**config.mk**
```make
export PLATFORM = sky130hd
export DESIGN_NAME = imm_gen_pipe
export DESIGN_NICKNAME = d
export VERILOG_FILES = /design/src/rtl/imm_pkg.sv /design/src/rtl/imm_extract.sv /design/src/rtl/imm_gen_pipe.sv
export SDC_FILE = /design/constraint.sdc
export NUM_CORES = 1
export LEC_CHECK = 0
export BUFFER_PORTS_ARGS = -buffer_cell sky130_fd_sc_hd__buf_2
export CORE_MARGIN = 5
export CORE_UTILIZATION = 45
export CTS_BUF_LIST = sky130_fd_sc_hd__clkbuf_8
export DETAILED_ROUTE_END_ITERATION = 16
export MAX_ROUTING_LAYER = met4
export PLACE_DENSITY = 0.78
export SLEW_MARGIN = 20
export SYNTH_ARGS = -nofsm -noshare
export SYNTH_HDL_FRONTEND = slang
export SYNTH_SLANG_ARGS = --single-unit
export TNS_END_PERCENT = 10
```
**constraint.sdc**
```tcl
create_clock -name clk -period 3.35 [get_ports clk]
set_input_delay 0.67 -clock clk [delete_from_list [all_inputs] [get_ports clk]]
set_output_delay 0.67 -clock clk [all_outputs]
set_load 0.1 [all_outputs]
```
**src/rtl/imm_pkg.sv**
```systemverilog
// Shared selector encodings and configuration constants for the immediate generator.
package imm_pkg;

  localparam int IMM_SEL_W = 3;

  localparam logic [IMM_SEL_W-1:0] IMM_I    = 3'b000;
  localparam logic [IMM_SEL_W-1:0] IMM_S    = 3'b001;
  localparam logic [IMM_SEL_W-1:0] IMM_B    = 3'b010;
  localparam logic [IMM_SEL_W-1:0] IMM_U    = 3'b011;
  localparam logic [IMM_SEL_W-1:0] IMM_J    = 3'b100;
  localparam logic [IMM_SEL_W-1:0] IMM_Z    = 3'b101;
  localparam logic [IMM_SEL_W-1:0] IMM_SH   = 3'b110;
  localparam logic [IMM_SEL_W-1:0] IMM_RSVD = 3'b111;

  localparam int XLEN_RV32 = 32;
  localparam int XLEN_RV64 = 64;

  function automatic bit xlen_legal(input int xlen);
    return (xlen == XLEN_RV32) || (xlen == XLEN_RV64);
  endfunction

endpackage

```
**src/rtl/imm_extract.sv**
```systemverilog
// Combinational immediate extraction for every base-ISA format plus zimm/shamt.
module imm_extract
  import imm_pkg::*;
#(
  parameter int XLEN  = 32,
  parameter int SEL_W = IMM_SEL_W
) (
  input  logic [31:0]      instr,
  input  logic [SEL_W-1:0] imm_sel,
  output logic [XLEN-1:0]  imm,
  output logic             illegal
);

  // Every format is first assembled as a 32-bit value; the zero-extended
  // ones have a clear top bit, so one sign-extending cast widens them all.
  logic [31:0] raw;
  logic        unused_opcode;

  assign unused_opcode = ^instr[6:0];

  always_comb begin
    raw     = '0;
    illegal = 1'b0;
    case (imm_sel)
      SEL_W'(IMM_I):  raw = {{20{instr[31]}}, instr[31:20]};
      SEL_W'(IMM_S):  raw = {{20{instr[31]}}, instr[31:25], instr[11:7]};
      SEL_W'(IMM_B):  raw = {{19{instr[31]}}, instr[31], instr[7], instr[30:25],
                             instr[11:8], 1'b0};
      SEL_W'(IMM_U):  raw = {instr[31:12], 12'b0};
      SEL_W'(IMM_J):  raw = {{11{instr[31]}}, instr[31], instr[19:12], instr[20],
                             instr[30:21], 1'b0};
      SEL_W'(IMM_Z):  raw = {27'b0, instr[19:15]};
      SEL_W'(IMM_SH): raw = (XLEN == XLEN_RV64) ? {26'b0, instr[25:20]}
                                                : {27'b0, instr[24:20]};
      default:        illegal = 1'b1;
    endcase
  end

  assign imm = XLEN'($signed(raw));

endmodule

```
**src/rtl/imm_gen_pipe.sv**
```systemverilog
// Decode-stage immediate generator registered through PIPE_STAGES stall/flush-aware stages.
module imm_gen_pipe
  import imm_pkg::*;
#(
  parameter int XLEN        = 32,
  parameter int PIPE_STAGES = 1,
  parameter int SEL_W       = IMM_SEL_W
) (
  input  logic             clk,
  input  logic             rst,
  input  logic             in_valid,
  input  logic [31:0]      instr,
  input  logic [SEL_W-1:0] imm_sel,
  input  logic             stall,
  input  logic             flush,
  output logic             out_valid,
  output logic [XLEN-1:0]  imm_out,
  output logic [SEL_W-1:0] imm_sel_out,
  output logic             illegal_sel
);

  if (!xlen_legal(XLEN)) begin : g_bad_xlen
    $error("imm_gen_pipe: XLEN must be 32 or 64");
  end
  if (PIPE_STAGES != 1 && PIPE_STAGES != 2) begin : g_bad_stages
    $error("imm_gen_pipe: PIPE_STAGES must be 1 or 2");
  end

  logic [XLEN-1:0] ext_imm;
  logic            ext_illegal;

  imm_extract #(
    .XLEN  (XLEN),
    .SEL_W (SEL_W)
  ) u_extract (
    .instr   (instr),
    .imm_sel (imm_sel),
    .imm     (ext_imm),
    .illegal (ext_illegal)
  );

  // Valid semantics: in_valid qualifies instr/imm_sel for one cycle and is
  // accepted on any edge without rst/flush/stall; there is no ready, stall is
  // the only backpressure and holds every stage, flush clears every valid bit.
  for (genvar s = 0; s < PIPE_STAGES; s++) begin : g_stage
    logic             vld_d, vld_q;
    logic [XLEN-1:0]  imm_d, imm_q;
    logic [SEL_W-1:0] sel_d, sel_q;
    logic             ill_d, ill_q;

    if (s == 0) begin : g_head
      assign vld_d = in_valid;
      assign imm_d = ext_imm;
      assign sel_d = imm_sel;
      assign ill_d = ext_illegal;
    end else begin : g_tail
      assign vld_d = g_stage[s-1].vld_q;
      assign imm_d = g_stage[s-1].imm_q;
      assign sel_d = g_stage[s-1].sel_q;
      assign ill_d = g_stage[s-1].ill_q;
    end

    always_ff @(posedge clk) begin
      if (rst) begin
        vld_q <= 1'b0;
        imm_q <= '0;
        sel_q <= '0;
        ill_q <= 1'b0;
      end else if (flush) begin
        vld_q <= 1'b0;
      end else if (!stall) begin
        vld_q <= vld_d;
        imm_q <= imm_d;
        sel_q <= sel_d;
        ill_q <= ill_d;
      end
    end
  end

  assign out_valid   = g_stage[PIPE_STAGES-1].vld_q;
  assign imm_out     = g_stage[PIPE_STAGES-1].imm_q;
  assign imm_sel_out = g_stage[PIPE_STAGES-1].sel_q;
  assign illegal_sel = g_stage[PIPE_STAGES-1].ill_q;

endmodule

```
# Word level (Yosys, flattened, before mapping)
# Index checks and enable logic that the tools add are counted.
[totals]
register_bits = 37
latchBits = 0
ramBits = 0
mem_bits_ro = 0
output_inout_bits = 37
memories = 0
[classes]
n_addsub = 0
multipliers = 0
n_div = 0
order_cmp = 0
n_eq_ne = 6
shifts = 0
n_mux = 2
bitwise_logic = 2
reduce_logical = 4
[op_table]
columns = ["cell", "n"]
rows = [
  ["$pmux 32 s7", 1],
  ["$eq 3x3->1 const B", 3],
  ["$reduce_or 7->1", 1],
  ["$eq 3x2->1 const B", 2],
  ["$eq 3x1->1 const B", 1],
  ["$logic_not 3->1", 1],
  ["$not 1->1", 2],
  ["$reduce_and 2->1", 1],
  ["$reduce_or 2->1", 1],
  ["$mux 1", 1],
]

# Depth between registers and ports, before layout
[depth]
word_depth = 3
ltp_mapped = 7
depth_no_buf = 4

# By module
# Synthesis repeated with hierarchy kept, for this count alone.
[hier_totals]
cells_unflattened = 253
hier_area_um2 = 2170.8
[modules_own_cells]
columns = ["module", "n_inst", "cells_per_inst", "area_per_inst_um2"]
rows = [
  ["imm_gen_pipe", 1, 167, 1556.5],
  ["imm_extract", 1, 86, 614.3],
]

# Worst setup path before layout
# OpenSTA, ideal clock, no wires.
[synth_timing]
kind = "in2reg"
from = "input port stall"
to = "register g_stage[0].imm_q[21] (netlist: imm_out[21])"
arrival_time_ns = 1.829
slack_ns = 1.460
stages = 6
n_path_buf = 2
path_cell_list = "or2_0 buf_6 a211oi_4 and3b_1 buf_6 a221o_2"
[synth_via]
elab_chain_cells = 2
[synth_rtl]
columns = ["element", "line_no", "source"]
rows = [
  ["start, declared", "imm_gen_pipe.sv:14", "input logic stall,"],
  ["$not 1->1 (no source line)", "--", ""],
  ["$reduce_and 2->1 (no source line)", "--", ""],
  ["end signal, assigned", "imm_gen_pipe.sv:73", "imm_q <= imm_d;"],
  ["end, declared", "imm_gen_pipe.sv:47", "logic [XLEN-1:0] imm_d, imm_q;"],
]
# No other way between the ends.
# A chain may end at the register's enable or synchronous reset.

# Worst setup path after layout
[layout_timing]
from = "input port imm_sel[0]"
to = "register g_stage[0].imm_q[22] (netlist: imm_out[22])"
[layout_via]
elab_chain_cells = 2
word_cells_on_any_way = 8
classes_between = "eq/ne (6); mux (1); reduce/logical (1)"
[layout_rtl]
columns = ["element", "line_no", "source"]
rows = [
  ["start, declared", "imm_gen_pipe.sv:13", "input logic [SEL_W-1:0] imm_sel,"],
  ["$eq 3x3->1, or another cell as far along", "imm_extract.sv:24", "case (imm_sel)"],
  ["$pmux 32 s7 (*)", "imm_extract.sv:24", ""],
]
# Mark *: on every way between the ends. The rest lies on a longest branch, timed or not.

==> results.toml <==
[timing]
final_hold_viol_count = 0
finalSetupTns_ps = 0
fin_skew_ps = 0
slew_headroom_pct = 54.3
period_share_pct = 64.4
fin_crit_ps = 2160
setup_viol = 0
worst_pin_slew_ps = 683
rsz0062_at_grt = "false"
fmax_ghz = 0.464
slew_violations = 0

[min_path]
holdCritPathClass = "reg2reg"

[global_routing]
antenna_found_initial = 0
grt_pass1_wl_um = 6890
grt_max_degree = 21
grt_pass1_vias = 1399
overflow = 0
track_usage_pct = 17.9

[cts]
cts_tree = "done"
cts.sinks = 37
cts_setup_buffers = 0
post_cts_resized = 0
clk_latency_ps = 290
clk_pin_slew_worst_paths_ps = 70
clock_path_buffers = 2
numCtsBuffers = 5
cts_root_buf = "clkbuf_8"
hold_buffers = 0
htreeDepth = 2

[yosys]
synth_largest_area_cell = "dfxtp_1"
synth_area_um2 = 1600
ys_types = 30
post_synth_main_area_contributors = "dfxtp_1 46%, a221o_2 7.0%, a21oi_1 6.6%"
ys_top_cells_by_count = "37 x dfxtp_1, 21 x a21oi_1, 14 x nor2_1"
synth_seq_cells = 37
yosys_warnings = 0
yosysSeqAreaShare_pct = 46.4
synth_top_area_share_pct = 46.4
synthFlopType = "dfxtp_1"
async_flop_share_pct = 0
avgSynthCellArea_um2 = 9.24
synth_edf_count = 0
synth_most_common_cell = "dfxtp_1"
syn_inst = 173
postSynthNetCount = 213

[setup_path]
critPathBufInv = 1
crit_path_max_fanout = 16
crit_chain = "buf_2, and2_1, a211oi_4, and3b_1, a221o_2"
end_kind = "flop"
worstPathArrival_ps = 2390
cpPeakStageDelay_ps = 530
slowest_stage = "a211oi_4"
criticalPathCategory = "in2reg"
crit_family = "simple AND/OR/NAND/NOR gates"
crit_path_start_kind = "input port"
critPathRequiredTime_ps = 3580

[routing]
drc = 0
wl_per_cell_um = 15.0
wl_um = 4220
first_pass_iters = 4
vias_per_cell = 5.68
ant_nets = 0
drtIter0Drc = 139
vias = 1601

[placed_design]
gp_congestion = 0.778
dpl.hpwl_um = 3180
placed_cell_area_um2 = 1940
port-buffer-count = 69

[final_layout]
drive_gt1_share_pct = 39.0
diodes = 0
area_delta_synth_final_pct = 27.0
nets = 275
final_area_um2 = 2030

[pwr]
leakagePower_nw = 0.923
peakVddDrop_mv = 0.236
powerDensity_nw_per_um2 = 512

[flow_run]
timing.max_cap.violations = 0

[floorplanning]
start_util_pct = 47.1
placementRows = 21
die-area_um2 = 4840
core_um2 = 3390
dieWidth_um = 69.6
die_y_um = 69.6
ios = 77

[outcome]
status = "finished, final reports clean"
==> power by group <==
part | switching, W | internal (W)
logic | 0.000207 | 0.0000599
registers | 0.00000929 | 0.000458
clock network | 0.000160 | 0.000143
total | 0.000377 | 0.000662
==> per-layer routing <==
metal  global-route usage [%]  part of all wire [%]
met4                     4.56                   1.1
met2                     26.1                    43
met1                     23.3                    46
met3                     6.67                   9.4
met5                        -                     0
==> final timing paths <==
kind              cells after the start           to        start  slack [ps]
hold / removal                        2  imm_out[31]  imm_out[31]         450
hold reg to reg                       2  imm_out[31]  imm_out[31]         450
setup / recovery                      5  imm_out[22]   imm_sel[0]        1190
setup reg to reg                      1  imm_out[22]  imm_out[22]        2550
==> logic make-up after synthesis <==
kind of cell	synth area share (%)
AO/OA/AOI/OAI	34.0
AND/OR/NAND/NOR	11.3
flip-flops	46.4
buffers and inverters	5.95
multiplexers	1.25
XOR/XNOR	0.548
adder cells (fa/ha/maj)	0.626
==> registers in the layout (all words and copies together) (netlist names) <==
register	count
imm_out	32
illegal_sel	1
imm_sel_out	3
out_valid	1
==> layout make-up <==
| class | instances | area [um^2] |
|---|---|---|
| multi-input combinational | 116 | 762 |
| inverter | 2 | 7.51 |
| tap | 46 | 57.6 |
| fill | 327 | 1360 |
| sequential | 37 | 741 |
| timing repair buffer | 73 | 375 |
| clock inverter | 3 | 17.5 |
| clock buffer | 5 | 68.8 |
==> stage by stage <==
| step | std cells | hold slack [ps] | total power [W] | utilization (%) | setup WS, ps |
|---|---|---|---|---|---|
| after floorplan | 173 | 749 | 0.000688 | - | 1460 |
| after global placement | 274 | 439 | 0.000742 | 57.3 | 949 |
| after detailed placement | 274 | 444 | 0.000744 | 57.3 | 915 |
| after CTS | 282 | 453 | 0.00104 | 59.9 | 1230 |
| after global routing | 282 | 487 | 0.00108 | 59.9 | 1070 |
| final | 282 | 451 | 0.00104 | 59.9 | 1190 |
==> layout by cell type, fill, tap and decap left out, types with 6 or more instances in the layout <==
cell	count
dfxtp_1	37
buf_2	69
a221o_2	10
nand2_1	10
a22o_1	9
nor2_1	14
a21oi_1	21
o22ai_1	8
a22oi_1	6
(Power assumes the default switching activity.)
